**src/rtl/wddl_aes_pkg.sv**
```systemverilog
`default_nettype none
// ============================================================================
// Module   : wddl_aes_pkg
// Brief    : Shared types, constants and GF(2^8) helper for the WDDL AES core.
// Revision : 1.0
// ============================================================================
package wddl_aes_pkg;

  localparam int         AES_NR    = 10;
  localparam logic [7:0] RCON_POLY = 8'h1B;

  typedef enum logic [1:0] {
    ST_IDLE = 2'd0,
    ST_PRE  = 2'd1,
    ST_EVAL = 2'd2,
    ST_DONE = 2'd3
  } seq_state_e;

  // Multiply by x in GF(2^8) modulo x^8 + x^4 + x^3 + x + 1.
  function automatic logic [7:0] xtime(input logic [7:0] b);
    xtime = {b[6:0], 1'b0} ^ (b[7] ? RCON_POLY : 8'h00);
  endfunction

endpackage
`default_nettype wire

```
**src/rtl/wddl_rcon_gen.sv**
```systemverilog
`default_nettype none
// ============================================================================
// Module   : wddl_rcon_gen
// Brief    : AES round-constant register; first advance from zero gives 0x01.
// Revision : 1.0
// ============================================================================
module wddl_rcon_gen
  import wddl_aes_pkg::*;
(
  input  logic       clk_i,
  input  logic       rst_i,
  input  logic       clear_i,
  input  logic       advance_i,
  output logic [7:0] rcon_o
);

  logic [7:0] rcon_q;
  logic [7:0] rcon_d;

  always_comb begin
    rcon_d = rcon_q;
    if (clear_i) begin
      rcon_d = 8'h00;
    end else if (advance_i) begin
      rcon_d = (rcon_q == 8'h00) ? 8'h01 : xtime(rcon_q);
    end
  end

  always_ff @(posedge clk_i) begin
    if (rst_i) begin
      rcon_q <= 8'h00;
    end else begin
      rcon_q <= rcon_d;
    end
  end

  assign rcon_o = rcon_q;

endmodule
`default_nettype wire

```
**src/rtl/wddl_round_seq.sv**
```systemverilog
`default_nettype none
// ============================================================================
// Module   : wddl_round_seq
// Brief    : Precharge/evaluate phase and round sequencer for WDDL AES-128.
// Revision : 1.0
// ============================================================================
module wddl_round_seq
  import wddl_aes_pkg::*;
#(
  parameter int NR       = AES_NR,
  parameter int PRE_CYC  = 1,
  parameter int EVAL_CYC = 1
) (
  input  logic       clk_in,
  input  logic       rst_in,
  input  logic       start_in,
  output logic       busy_out,
  output logic       done_out,
  output logic       pre_out,
  output logic       eval_out,
  output logic       load_out,
  output logic [3:0] round_out,
  output logic [7:0] rcon_out,
  output logic       first_out,
  output logic       last_out
);

  localparam int              c_MAXC      = (PRE_CYC > EVAL_CYC) ? PRE_CYC : EVAL_CYC;
  localparam int              c_CW        = $clog2(c_MAXC + 1);
  localparam logic [c_CW-1:0] c_PRE_LAST  = c_CW'(PRE_CYC - 1);
  localparam logic [c_CW-1:0] c_EVAL_LAST = c_CW'(EVAL_CYC - 1);
  localparam logic [3:0]      c_NR        = 4'(NR);

  seq_state_e      state_q;
  seq_state_e      state_d;
  logic [c_CW-1:0] cnt_q;
  logic [c_CW-1:0] cnt_d;
  logic [3:0]      round_q;
  logic [3:0]      round_d;
  logic            w_rcon_clear;
  logic            w_rcon_adv;
  logic            w_active;

  always_ff @(posedge clk_in) begin
    if (rst_in) begin
      state_q <= ST_IDLE;
      cnt_q   <= '0;
      round_q <= 4'd0;
    end else begin
      state_q <= state_d;
      cnt_q   <= cnt_d;
      round_q <= round_d;
    end
  end

  always_comb begin
    state_d      = state_q;
    cnt_d        = cnt_q;
    round_d      = round_q;
    w_rcon_clear = 1'b0;
    w_rcon_adv   = 1'b0;
    case (state_q)
      ST_IDLE: begin
        if (start_in) begin
          state_d      = ST_PRE;
          cnt_d        = '0;
          round_d      = 4'd0;
          w_rcon_clear = 1'b1;
        end
      end
      ST_PRE: begin
        if (cnt_q == c_PRE_LAST) begin
          state_d = ST_EVAL;
          cnt_d   = '0;
        end else begin
          cnt_d = cnt_q + 1'b1;
        end
      end
      ST_EVAL: begin
        if (cnt_q == c_EVAL_LAST) begin
          cnt_d = '0;
          if (round_q == c_NR) begin
            state_d = ST_DONE;
          end else begin
            state_d    = ST_PRE;
            round_d    = round_q + 4'd1;
            w_rcon_adv = 1'b1;
          end
        end else begin
          cnt_d = cnt_q + 1'b1;
        end
      end
      ST_DONE: begin
        // Leaving DONE restores the idle view: round 0, rcon 0x00.
        state_d      = ST_IDLE;
        round_d      = 4'd0;
        w_rcon_clear = 1'b1;
      end
      default: begin
        state_d = ST_IDLE;
      end
    endcase
  end

  always_comb begin
    w_active  = (state_q == ST_PRE) || (state_q == ST_EVAL);
    busy_out  = (state_q != ST_IDLE);
    done_out  = (state_q == ST_DONE);
    eval_out  = (state_q == ST_EVAL);
    pre_out   = (state_q != ST_EVAL);
    load_out  = (state_q == ST_EVAL) && (cnt_q == c_EVAL_LAST);
    first_out = w_active && (round_q == 4'd0);
    last_out  = w_active && (round_q == c_NR);
    round_out = round_q;
  end

  wddl_rcon_gen u_rcon (
    .clk_i     (clk_in),
    .rst_i     (rst_in),
    .clear_i   (w_rcon_clear),
    .advance_i (w_rcon_adv),
    .rcon_o    (rcon_out)
  );

endmodule
`default_nettype wire

```
**config.mk**
```make
export PLATFORM = sky130hd
export DESIGN_NAME = wddl_round_seq
export DESIGN_NICKNAME = d
export VERILOG_FILES = /design/src/rtl/wddl_aes_pkg.sv /design/src/rtl/wddl_rcon_gen.sv /design/src/rtl/wddl_round_seq.sv
export SDC_FILE = /design/constraint.sdc
export NUM_CORES = 1
export LEC_CHECK = 0
export CORE_MARGIN = 4
export CORE_UTILIZATION = 52
export CTS_BUF_LIST = sky130_fd_sc_hd__clkbuf_2
export DETAILED_ROUTE_END_ITERATION = 6
export PLACE_DENSITY = 0.86
export SYNTH_ARGS = -nofsm -noshare
export SYNTH_HDL_FRONTEND = slang
export SYNTH_SLANG_ARGS = --single-unit
```
**constraint.sdc**
```tcl
create_clock -name clk_in -period 2.46 [get_ports clk_in]
set_input_delay 0.246 -clock clk_in [delete_from_list [all_inputs] [get_ports clk_in]]
set_output_delay 0.246 -clock clk_in [all_outputs]
set_load 0.01 [all_outputs]
```
==> impl_results.html <==
<table>
<tr><th>Metric</th><th>Value</th></tr>
<tr><th colspan="2">Global route</th></tr>
<tr><td>Number of global-route vias before repair</td><td>about 680</td></tr>
<tr><td>Largest net degree at the start of global routing</td><td>20</td></tr>
<tr><td>Total global routing overflow</td><td>0</td></tr>
<tr><td>Number of antenna violations at the first check in global routing</td><td>0</td></tr>
<tr><td>Global-route usage over all layers</td><td>18.9%</td></tr>
<tr><td>Global-route wire length before repair</td><td>2930 um</td></tr>
<tr><th colspan="2">Clock network</th></tr>
<tr><td>CTS tree</td><td>done</td></tr>
<tr><td>CTS clk-pin slew, worst paths</td><td>140 ps</td></tr>
<tr><td>Buffer levels on the longest clock path</td><td>2</td></tr>
<tr><td>CTS H-tree lvls</td><td>1</td></tr>
<tr><td>Clock Tree Root</td><td>clkbuf_2</td></tr>
<tr><td>Clock net sink count</td><td>14</td></tr>
<tr><td>Number of buffers created by CTS</td><td>3</td></tr>
<tr><td>Cts repair resizes</td><td>0</td></tr>
<tr><td>CTS Hold Buffers Added</td><td>0</td></tr>
<tr><td>Worst-Skew Late Latency</td><td>about 280 ps</td></tr>
<tr><td>Post-CTS setup buffers</td><td>0</td></tr>
<tr><th colspan="2">Pwr</th></tr>
<tr><td>PwrDens</td><td>527 nW/um^2</td></tr>
<tr><td>Overall power consumption</td><td>between 0.5 and 0.6 mW</td></tr>
<tr><td>IR drop worst, VDD</td><td>0.380 mV</td></tr>
<tr><td>Leak</td><td>0.359 nW</td></tr>
<tr><th colspan="2">Run</th></tr>
<tr><td>Number of maximum-capacitance violations</td><td>0</td></tr>
<tr><th colspan="2">STA</th></tr>
<tr><td>Minimum clock period after layout</td><td>2300 ps</td></tr>
<tr><td>Relative slew margins</td><td>59.9%</td></tr>
<tr><td>Sum Neg Setup Slack</td><td>0 ps</td></tr>
<tr><td>Fraction of the cycle the final worst path needs</td><td>approximately 93%</td></tr>
<tr><td>Final count of negative-setup-slack endpoints</td><td>0</td></tr>
<tr><td>Final Hold Viols</td><td>0</td></tr>
<tr><td>Unrepaired setup endpoints after global routing</td><td>no</td></tr>
<tr><td>Final setup skew</td><td>3.18 ps</td></tr>
<tr><td>Fmax achieved</td><td>435 MHz</td></tr>
<tr><td>Slew at the pin closest to its max-slew limit</td><td>601 ps</td></tr>
<tr><td>Final-report max-slew violation count</td><td>0</td></tr>
<tr><th colspan="2">Synth</th></tr>
<tr><td>Synthesis-stage register bit count</td><td>14</td></tr>
<tr><td>Cell variety after synth</td><td>30</td></tr>
<tr><td>Netlist area before placement</td><td>778 sq um</td></tr>
<tr><td>Number of enable-type register cells in the synthesized netlist</td><td>0</td></tr>
<tr><td>Ys async rst share</td><td>0%</td></tr>
<tr><td>Number of warnings printed during yosys synthesis</td><td>0</td></tr>
<tr><td>Syn_area_per_cell</td><td>8.65 sq um</td></tr>
<tr><td>Sequential cell area fraction in the yosys report</td><td>between 30% and 40%</td></tr>
<tr><td>Net count after synthesis</td><td>100</td></tr>
<tr><td>Most common flop cell mapped by yosys</td><td>dfxtp_1</td></tr>
<tr><td>Post-Syn Instances</td><td>90</td></tr>
<tr><th colspan="2">Cells and area</th></tr>
<tr><td>Diodes inserted</td><td>0</td></tr>
<tr><td>Fill cell count</td><td>106</td></tr>
<tr><td>Area overhead of the layout relative to synthesis</td><td>28.8%</td></tr>
<tr><td>Storage cell area</td><td>280 sq um</td></tr>
<tr><td>Nets@finish</td><td>122</td></tr>
<tr><td>Share of final-layout standard cells stronger than drive strength 1</td><td>3.60%</td></tr>
<tr><td>Multi-input gate area in the final layout</td><td>~450 sq um</td></tr>
<tr><th colspan="2">Floorplan</th></tr>
<tr><td>Width of the die</td><td>roughly 47 um</td></tr>
<tr><td>I/O pin count</td><td>22</td></tr>
<tr><td>Site row count</td><td>13</td></tr>
<tr><td>Core Box Area</td><td>1350 sq um</td></tr>
<tr><td>Initial Util</td><td>57.6%</td></tr>
<tr><td>Die boundary height</td><td>46.7 um</td></tr>
<tr><td>Die ar.</td><td>between 2000 and 2500 sq um</td></tr>
<tr><th colspan="2">Worst hold path</th></tr>
<tr><td>Min-delay worst type</td><td>flop to flop</td></tr>
<tr><th colspan="2">Status</th></tr>
<tr><td>Result of the run</td><td>complete, no violations</td></tr>
<tr><th colspan="2">Critical path</th></tr>
<tr><td>Worst Path Class, Setup</td><td>flop to output port</td></tr>
<tr><td>Most Frequent Cell on Critical Path</td><td>inv_1</td></tr>
<tr><td>Top fanout value on the critical path</td><td>19</td></tr>
<tr><td>Delay of the slowest cell on the worst path</td><td>~540 ps</td></tr>
<tr><td>Required time of the worst setup path</td><td>between 2000 and 2500 ps</td></tr>
<tr><td>Worst path arrival time</td><td>around 2100 ps</td></tr>
<tr><td>Slowest stage cell, crit path</td><td>ha_1</td></tr>
<tr><td>Endpoint class of the critical path</td><td>output port</td></tr>
<tr><td>Worst-path cell chain</td><td>inv_1 -&gt; ha_1 -&gt; inv_1 -&gt; clkdlybuf4s50_1</td></tr>
<tr><td>Crit start category</td><td>flop</td></tr>
<tr><th colspan="2">Placed design</th></tr>
<tr><td>Placed wire-length estimate after detailed placement</td><td>about 1300 um</td></tr>
<tr><td>Final weighted congestion of routability-driven global placement</td><td>0.903</td></tr>
<tr><td>Number of buffers inserted by port buffering</td><td>21</td></tr>
<tr><th colspan="2">Drt</th></tr>
<tr><td>Detailed-route via count</td><td>752</td></tr>
<tr><td>Total wire length</td><td>roughly 1800 um</td></tr>
<tr><td>DRC violations left</td><td>0</td></tr>
<tr><td>Detail Route Antenna Nets</td><td>0</td></tr>
<tr><td>Routed wire length per instance</td><td>between 10 and 15 um</td></tr>
<tr><td>Count of TritonRoute iterations in the first routing pass</td><td>4</td></tr>
<tr><td>Via density</td><td>approximately 6</td></tr>
<tr><td>Count of routing violations after the opening detailed-route iteration</td><td>25</td></tr>
</table>
[registers in the layout, summed over array words and instances (netlist names)]
name	cells
state_q	2
round_out	4
u_rcon.rcon_o	8
[worst paths after layout]
check,start,end,slack [ps],depth (start not counted)
worst max-delay path,state_q[0],pre_out,160,4
worst min-delay path,u_rcon.rcon_o[1],u_rcon.rcon_o[2],510,2
worst max register to register,state_q[0],round_out[3],510,5
worst min register to register,u_rcon.rcon_o[1],u_rcon.rcon_o[2],510,2
[logic make-up after synthesis]
logic type                 count (synthesis)  synth area share, %
xor gates and xnor gates                   3                 3.38
and+or+nand+nor                           27                 21.1
buffers and inverters                     10                 5.95
adders and majority gates                  7                 11.3
DFF                                       14                 36.0
AOI/OAI and AO/OA                         29                 22.3
[power breakdown]
group | switching, mW | internal (mW) | leakage (nW) | total (mW)
logic | 0.0866 | 0.0767 | 0.231 | 0.163
clock network | 0.0763 | 0.0353 | 0.0140 | 0.112
registers | 0.0139 | 0.239 | 0.113 | 0.253
[critical path, delay by kind of cell (launching register included)]
kind,cells,cell delay (ps)
buffers and inverters,3,830
flip-flops,1,380
adder cells (fa/ha/maj),1,540
[cell usage in the layout, fill, tap and decap left out]
cell,netlist,layout
and4b_1,1,1
and3b_1,1,1
or4b_1,1,1
and2b_1,1,1
nand3b_1,1,1
a21oi_1,13,13
nand2_1,1,1
o31ai_1,3,3
clkbuf_2,0,3
nor2_1,2,2
clkinv_1,0,1
nand3_1,7,7
o21bai_1,1,1
o21ai_0,6,6
inv_1,6,6
xnor2_1,3,3
a311oi_1,3,3
a211oi_1,1,1
nor2b_1,2,2
ha_1,7,7
nand2b_1,1,1
a2111oi_0,1,1
nand4_1,3,3
and2_1,1,1
and2b_2,1,1
dfxtp_1,14,14
clkdlybuf4s50_1,0,21
nor4_1,1,1
a31oi_1,1,1
nor3_1,3,3
[routing by layer]
layer	up-vias	GRT usage, %	wire length [um]
met5	-	0	0
met4	0	8.29	34
met3	5	2.34	116
met2	34	29.9	833
met1	340	25.3	812
li1	373	-	-
[stage by stage]
| stage | std cells | hold slack (ps) | cell area, sq um | util, % | setup WS (ps) |
|---|---|---|---|---|---|
| floorplan | 90 | 315 | 778 | - | 875 |
| global placement | 122 | 493 | 983 | 72.8 | 598 |
| detailed placement | 122 | 498 | 983 | 72.8 | 536 |
| CTS | 126 | 514 | 1000 | 74.2 | 197 |
| global route | 126 | 538 | 1000 | 74.2 | 11.5 |
| finish | 126 | 510 | 1000 | 74.2 | 161 |
[cell type report]
cell class	count	area share (%)
Clock buffer	3	1.50
Clock inverter	1	0.375
Inverter	6	2.25
Multi-Input combinational cell	66	45.1
Sequential cell	14	28.0
Tap cell	15	1.87
Timing Repair Buffer	21	21.0
[synth_stat cells, types with 2 or more instances]
library cell	number	area share, %
a311oi_1	3	3.4
ha_1	7	11
buf_4	2	1.9
xnor2_1	3	3.4
o31ai_1	3	2.9
nor2_1	2	0.96
inv_1	6	2.9
dfxtp_1	14	36
nor2b_1	2	1.6
o21ai_0	6	3.9
nand4_1	3	2.4
nor3_1	3	1.9
a21oi_1	13	8.4
nand3_1	7	4.5
Note: power is estimated with default switching activity, not from simulation.
